**src/rtl/gray_pkg.sv**
```systemverilog
// Shared definitions for the Gray/binary codec.
// Exports the direction encodings, a generic code-word type and the
// conversion helpers used by gray_codec and gray_step_checker.
package gray_pkg;

  // Widest code word the helpers handle. Callers zero-extend narrower words
  // into this type and truncate the result back to their own width.
  localparam int unsigned GRAY_MAX_W = 64;

  // Direction select carried with each beat.
  localparam logic MODE_G2B = 1'b0;
  localparam logic MODE_B2G = 1'b1;

  typedef logic [GRAY_MAX_W-1:0] gray_word_t;

  // Gray -> binary: each binary bit is the XOR of all Gray bits at or above it.
  // The zero-extended upper bits contribute nothing, so any width <= GRAY_MAX_W
  // gives the same low-order result as a native-width conversion.
  function automatic gray_word_t gray2bin(input gray_word_t g);
    gray_word_t b;
    b = '0;
    b[GRAY_MAX_W-1] = g[GRAY_MAX_W-1];
    for (int i = int'(GRAY_MAX_W) - 2; i >= 0; i--) begin
      b[i] = b[i+1] ^ g[i];
    end
    return b;
  endfunction

  // Binary -> Gray: XOR each bit with its upper neighbour.
  function automatic gray_word_t bin2gray(input gray_word_t b);
    return b ^ (b >> 1);
  endfunction

  // True when more than one bit is set. Clearing the lowest set bit leaves a
  // non-zero word only if a second bit was present.
  function automatic logic multi_bit(input gray_word_t d);
    return (d & (d - gray_word_t'(1))) != '0;
  endfunction

endpackage : gray_pkg

```
**src/rtl/gray_step_checker.sv**
```systemverilog
// Gray-sequence step checker with saturating error counter.
// Tracks the last accepted G2B code word and flags any accepted G2B beat that
// differs from it in more than one bit position.
//   i_clk, i_rst      clock, synchronous active-low reset
//   i_accept          a beat is accepted this cycle
//   i_mode            direction of the accepted beat
//   i_data            raw input code word of the accepted beat
//   i_clr_err         synchronous clear of the error counter
//   step_err_c        combinational: the accepted beat breaks the step rule
//   o_err_count       saturating count of step errors
module gray_step_checker
  import gray_pkg::*;
#(
  parameter int unsigned WIDTH     = 4,
  parameter int unsigned ERR_CNT_W = 8
) (
  input  logic                 i_clk,
  input  logic                 i_rst,
  input  logic                 i_accept,
  input  logic                 i_mode,
  input  logic [WIDTH-1:0]     i_data,
  input  logic                 i_clr_err,
  output logic                 step_err_c,
  output logic [ERR_CNT_W-1:0] o_err_count
);

  localparam logic [ERR_CNT_W-1:0] CNT_MAX = '1;

  logic [WIDTH-1:0] ref_word;
  logic             ref_valid;
  logic             last_mode;

  logic             mode_change;
  logic             ref_usable;
  logic [WIDTH-1:0] diff;

  // A direction change invalidates history before this beat is checked.
  assign mode_change = i_mode != last_mode;
  assign ref_usable  = ref_valid && !mode_change;
  assign diff        = i_data ^ ref_word;

  // Repeated codes (diff == 0) and single-bit steps are legal.
  always_comb begin
    step_err_c = 1'b0;
    if (i_accept && (i_mode == MODE_G2B) && ref_usable) begin
      step_err_c = multi_bit(gray_word_t'(diff));
    end
  end

  // History update: G2B beats become the new reference, B2G beats drop it.
  always_ff @(posedge i_clk) begin
    if (!i_rst) begin
      ref_word  <= '0;
      ref_valid <= 1'b0;
      last_mode <= MODE_G2B;
    end else if (i_accept) begin
      last_mode <= i_mode;
      if (i_mode == MODE_G2B) begin
        ref_word  <= i_data;
        ref_valid <= 1'b1;
      end else begin
        ref_valid <= 1'b0;
      end
    end
  end

  // Saturating counter; a clear coinciding with an error restarts at one so
  // the new event is kept.
  always_ff @(posedge i_clk) begin
    if (!i_rst) begin
      o_err_count <= '0;
    end else if (i_clr_err) begin
      o_err_count <= step_err_c ? ERR_CNT_W'(1) : '0;
    end else if (step_err_c && (o_err_count != CNT_MAX)) begin
      o_err_count <= o_err_count + ERR_CNT_W'(1);
    end
  end

endmodule : gray_step_checker

```
**src/rtl/gray_codec.sv**
```systemverilog
// Registered, bidirectional Gray/binary converter with valid/ready handshake.
// Each accepted beat is converted in the direction given by i_mode and held in
// an output register until the downstream consumer takes it.
//   i_clk, i_rst      clock, synchronous active-low reset
//   i_mode            0 = Gray->binary, 1 = binary->Gray, per beat
//   i_valid/o_ready   input handshake; o_ready is combinational
//   i_data            input code word
//   o_valid/i_ready   output handshake
//   o_data            converted word
//   o_step_err        the beat in o_data violated the Gray single-step rule
//   o_err_count       saturating step-error count
//   i_clr_err         synchronous clear of o_err_count
module gray_codec
  import gray_pkg::*;
#(
  parameter int unsigned WIDTH     = 4,
  parameter int unsigned ERR_CNT_W = 8
) (
  input  logic                 i_clk,
  input  logic                 i_rst,
  input  logic                 i_mode,
  input  logic                 i_valid,
  output logic                 o_ready,
  input  logic [WIDTH-1:0]     i_data,
  output logic                 o_valid,
  input  logic                 i_ready,
  output logic [WIDTH-1:0]     o_data,
  output logic                 o_step_err,
  output logic [ERR_CNT_W-1:0] o_err_count,
  input  logic                 i_clr_err
);

  logic             accept;
  logic [WIDTH-1:0] conv_data;
  logic             step_err_c;

  // The output register can take a new beat when empty or draining this cycle.
  assign o_ready = !o_valid || i_ready;
  assign accept  = i_valid && o_ready;

  // Direction mux; WIDTH must not exceed GRAY_MAX_W.
  always_comb begin
    conv_data = '0;
    if (i_mode == MODE_B2G) begin
      conv_data = WIDTH'(bin2gray(gray_word_t'(i_data)));
    end else begin
      conv_data = WIDTH'(gray2bin(gray_word_t'(i_data)));
    end
  end

  gray_step_checker #(
    .WIDTH     (WIDTH),
    .ERR_CNT_W (ERR_CNT_W)
  ) u_checker (
    .i_clk       (i_clk),
    .i_rst       (i_rst),
    .i_accept    (accept),
    .i_mode      (i_mode),
    .i_data      (i_data),
    .i_clr_err   (i_clr_err),
    .step_err_c  (step_err_c),
    .o_err_count (o_err_count)
  );

  // Output register: load on accept, empty on drain, otherwise hold.
  always_ff @(posedge i_clk) begin
    if (!i_rst) begin
      o_valid    <= 1'b0;
      o_data     <= '0;
      o_step_err <= 1'b0;
    end else if (accept) begin
      o_valid    <= 1'b1;
      o_data     <= conv_data;
      o_step_err <= step_err_c;
    end else if (i_ready) begin
      o_valid    <= 1'b0;
    end
  end

endmodule : gray_codec
```
**config.mk**
```make
export PLATFORM = sky130hd
export DESIGN_NAME = gray_codec
export DESIGN_NICKNAME = d
export VERILOG_FILES = /design/src/rtl/gray_pkg.sv /design/src/rtl/gray_step_checker.sv /design/src/rtl/gray_codec.sv
export SDC_FILE = /design/constraint.sdc
export NUM_CORES = 1
export LEC_CHECK = 0
export ABC_AREA = 1
export ABC_CLOCK_PERIOD_IN_PS = 4500
export BUFFER_PORTS_ARGS = -buffer_cell sky130_fd_sc_hd__buf_2
export CORE_MARGIN = 5
export CORE_UTILIZATION = 42
export DETAILED_ROUTE_END_ITERATION = 8
export PLACE_DENSITY_LB_ADDON = 0.15
export SLEW_MARGIN = 10
export SYNTH_ARGS = -nofsm -noshare
export SYNTH_HDL_FRONTEND = slang
export SYNTH_SLANG_ARGS = --single-unit
```
**constraint.sdc**
```tcl
create_clock -name i_clk -period 4.5 [get_ports i_clk]
set_clock_uncertainty 0.1 [all_clocks]
set_input_delay 0.675 -clock i_clk [delete_from_list [all_inputs] [get_ports i_clk]]
set_output_delay 0.675 -clock i_clk [all_outputs]
set_load 0.01 [all_outputs]
```
# Word-level counts from Yosys, hierarchy flattened
# Cells that the tools add are included.
# totals
register_bits,20
out_inout_bits,15
elab_cells,38
inputBits,10
# classes
add_sub_neg,2
bitwise_logic,7
n_mux,8
eq_ne,2
n_reduce_logical,12
# op_table
op,count
bitwise AND 4 x 64 -> 64 bit,1
nonzero test 64 bit,1
2-to-1 mux 8 bit,2
"adder 8 x 1 -> 8 bit, second input constant",1
"inequality test 8 bit, second input constant",1
logical AND 1 bit,5
2-to-1 mux 1 bit,5
"subtractor 4 x 1 -> 5 bit, second input constant",1
2-to-1 mux 4 bit,1
nonzero test 2 bit,2
bitwise XOR 4 x 3 -> 4 bit,1
bitwise XOR 4 bit,1
bitwise XOR 1 bit,3
zero test 1 bit,2
AND reduction 2 bit,1
logical OR 1 bit,1
inequality test 1 bit,1
NOT 1 bit,1

# Longest topological paths before layout
# depth
ltp_word,9
ltp_mapped,11
ltp_nobuf,11

# By module
# From an unflattened synthesis, not the netlist that was laid out.
# unflattened
hier_cells,163
hier_area_um2,1132.3
# by_module_without_submodules
module,area_each_um2,seq_area_each_um2,instances,cells_per_inst
gray_step_checker,814.5,280.3,1,117
gray_codec,317.8,120.1,1,46

# Worst setup path after synthesis
# No wires, ideal clock.
# synth_timing
path_type,in2reg
from,input port i_valid
to,register u_checker.o_err_count[6]
required_time_ns,4.281
n_path_buf,0
setup_ns,0.119
path_slack_ns,2.757
arrival_ns,1.524
stages,7
cell_sequence,inv_1 > a21oi_4 > nand2_4 > nor2_8 > nand3_4 > o21ai_0 > a21oi_1
# synth_via
elab_chain_len,6
# synth_lines
element,line_no,source
"start, declared",gray_codec.sv:22,"input logic i_valid,"
logical AND 1 bit,gray_codec.sv:39,assign accept = i_valid && o_ready;
logical AND 1 bit (2 in series),gray_step_checker.sv:45,if (i_accept && (i_mode == MODE_G2B) && ref_usable) begin
2-to-1 mux 1 bit,gray_step_checker.sv:45,
logical AND 1 bit,gray_step_checker.sv:74,end else if (step_err_c && (o_err_count != CNT_MAX)) begin
nonzero test 2 bit (no line),n/a,
"end signal, assigned",gray_step_checker.sv:73,o_err_count <= step_err_c ? ERR_CNT_W'(1) : '0;
"end signal, assigned",gray_step_checker.sv:75,o_err_count <= o_err_count + ERR_CNT_W'(1);
"end, declared",gray_step_checker.sv:24,output logic [ERR_CNT_W-1:0] o_err_count
# No other way between the ends.
# A chain may end at the register's enable or synchronous reset.

# Worst setup path in the final report
# layout_timing
from,register u_checker.o_err_count[0]
to,register u_checker.o_err_count[5]
# layout_via
elab_chain_len,3
word_cells_on_any_way,6
classes_between,1 x add/sub; 1 x eq/ne; 2 x mux; 2 x reduce/logical
# layout_lines
element,line_no
adder 8 x 1 -> 8 bit / inequality test 8 bit (equally long branches),"gray_step_checker.sv:75, gray_step_checker.sv:74"
2-to-1 mux 8 bit / logical AND 1 bit (equally long branches),gray_step_checker.sv:74
2-to-1 mux 8 bit / nonzero test 2 bit (equally long branches),n/a
# Parallel ways exist; a longest one is shown, timed or not. The select of a mux whose other input is x is not followed.

==> results.md <==
* Status: finished clean
* Sequential area share after synthesis at 0.361
* FMAX at 0.543 GHz
* # hold bufs at CTS at 0
* Crit Path Max Fanout at 7
* Placed cells at 216
* Vias in the first global route at 957
* Largest net degree at the start of global routing at 12
* Drt pass-1 iters at 4
* Die ar. at 3770 sq um
* Fin. max-slew vios at 0
* Commonest non-fill, non-tap cell in the layout: nand2_1
* Share of cells above drive strength 1 at 0.221
* CP cell instances: ha_1 -> inv_1 -> nor2_1 -> nand2_1 -> nor2_1 -> nand2_2 -> nand3_4 -> o21ai_0 -> a21oi_1
* DRT iter0 DRCs at 21
* Number of core rows at 18
* Final setup violation count at 0
* Minimum clock period at 1840 ps
* Post-route cell area at 1300 sq um
* RSZ-0062 raised after global routing: false
* I/O pin count at 25
* TritonCTS clock tree: built
* CP Data Required Time at 4650 ps
* Synth Area per Inst at 6.81 sq um
* Setup_tns at 0 ps
* Total power at 0.000360 W
* Peak VDD IR at 0.155 mV
* Max Cap Viol at 0
* Post-DP HPWL at 1880 um
* Netlist Area Pre-Place at 1110 sq um
* DRC viols at 0
* First-pass GRT wire length at 4150 um
* WL final at 2410 um
* Reg clk slew, reported paths at 130 ps
* RD Place Congestion at 0.832
* CP most frequent cell: nor2_1
* Clock buffer depth at 2
* Yosys warning count at 0
* Routed Antenna Nets at 0
* Via density at 4.98
* Post-CTS Setup Bufs at 0
* Skew-Pair Late Insertion Delay at 310 ps
* Yosys reg bits at 20
* Placed cell areas at 1260 sq um
* Via count at 1096
* H-tree level count at 1
* Relative slew slack at 0.700
* # diodes at 0
* Root buffer cell: clkbuf_4
* Num CTS Buffers at 3
* Commonest cells after routing, fill and taps aside: nand2_1 (51), inv_1 (24), buf_2 (24)
* CTS resizes at 0
* Antenna violations before repair at 0
* Hold slack at 371 ps
* Crit-path slowest cell: dfxtp_1
* Max incr delay on CP at 430 ps
* Synth cell types at 24
* GR Overflow Total at 0
* Min-delay worst type: reg2reg
* Finished Layout Cells at 220
* Die height at 61.4 um
* CP Class: reg2reg
* Port Buffers at 24
* CP endpoint kind: register
* Nets at 202
* Worst Max-Slew Pin Slew at 445 ps
* CTS sink count at 20
* Final period util at 0.409
* Core ar. at 2500 sq um
* Worst Setup Start Kind: register
* Die X-Extent at 61.4 um
* Static Leak at 0.643 nW
* Final hold violations at 0
* Gr usage total at 0.147
* Post-Syn Instances at 163
* Wirelength per Cell at 11.0 um
* Initial Util at 0.444
* Area Overhead vs Synth at 17.0%
* Critical Path AT at 1990 ps
* Power Dens Cells at 277 nW/um^2
* Syn Nets at 174
-- critical path, delay by kind of cell (launching register included) --
family	cells	cell delay [ps]
compound gates	2	250
fa+ha+maj	1	200
buf+inv	1	40
flops	1	430
simple gates	5	750
-- synth_stat cells --
master    instances  area [sq um]
xnor2_1           1          8.76
a21oi_1          14          70.1
nand2_4           3          33.8
nor3_1            2          10.0
a21oi_4           1          16.3
nor2_8            1          20.0
inv_1            24          90.1
nand2_2           3          18.8
xor2_1            3          26.3
nor2_1            9          33.8
a21oi_2           1          8.76
inv_2             3          11.3
a21boi_1          1          7.51
nand3_4           1          17.5
nor4_1            1          6.26
nand3_2           1          10.0
nand2_1          51           191
dfxtp_1          20           400
nand3_1           6          30.0
ha_1              1          12.5
o21ai_0          10          50.1
clkbuf_2          1          5.00
a31oi_1           1          6.26
nand4_1           4          25.0
-- cell families (layout without fill, tap and decap cells) --
logic type	Yosys count	after routing	share of synthesized area
AOI/OAI and AO/OA	28	28	0.143
xor gates and xnor gates	4	4	0.0316
adders and majority gates	1	1	0.0113
buffers and inverters	28	55	0.0958
DFF	20	20	0.361
and+or+nand+nor	82	82	0.357
-- state kept, by name, summed over array words and instances (netlist names) --
register	count
u_checker.o_err_count	8
o_data	4
u_checker.last_mode	1
u_checker.ref_valid	1
o_valid	1
u_checker.ref_word	4
o_step_err	1
-- metal layers --
| layer | wire length (um) | part of all wire | up-vias | GRT usage |
|---|---|---|---|---|
| li1 | - | - | 575 | - |
| met1 | 1190 | 0.49 | 491 | 0.215 |
| met2 | 1040 | 0.43 | 25 | 0.213 |
| met3 | 144 | 0.060 | 5 | 0.0231 |
| met4 | 38 | 0.016 | 0 | 0.0636 |
| met5 | 0 | 0 | - | 0 |
-- power breakdown --
part	internal, W	switching, W	total (W)
combinational	0.0000216	0.0000387	0.0000602
sequential	0.000185	0.00000451	0.000189
clock	0.0000494	0.0000612	0.000111
total	0.000256	0.000104	0.000360
-- per-stage QoR --
| step | setup WS [ps] | utilization |
|---|---|---|
| global route | 2550 | 0.520 |
| finish | 2660 | 0.520 |
| floorplan | 2760 | - |
| detailed placement | 2530 | 0.505 |
| CTS | 2680 | 0.520 |
| global placement | 2580 | 0.505 |
-- final timing paths --
path / from / endpoint / slack, ps / cells after the start
min: o_step_err$_SDFFE_PN0P_ / o_step_err$_SDFFE_PN0P_ / 370 / 2
min reg2reg: o_step_err$_SDFFE_PN0P_ / o_step_err$_SDFFE_PN0P_ / 370 / 2
max: u_checker.o_err_count[0]$_SDFFE_PN0P_ / u_checker.o_err_count[5]$_SDFFE_PN0P_ / 2660 / 9
max reg2reg: u_checker.o_err_count[0]$_SDFFE_PN0P_ / u_checker.o_err_count[5]$_SDFFE_PN0P_ / 2660 / 9
-- layout make-up --
class	instances	area, sq um
inverters	27	101
repair buffers	24	120
fillers	260	1200
well taps	30	37.5
flip-flops and latches	20	400
clock buffers	4	36.3
multi-input cells	115	603
No activity file was read; power rests on OpenSTA's default activity.
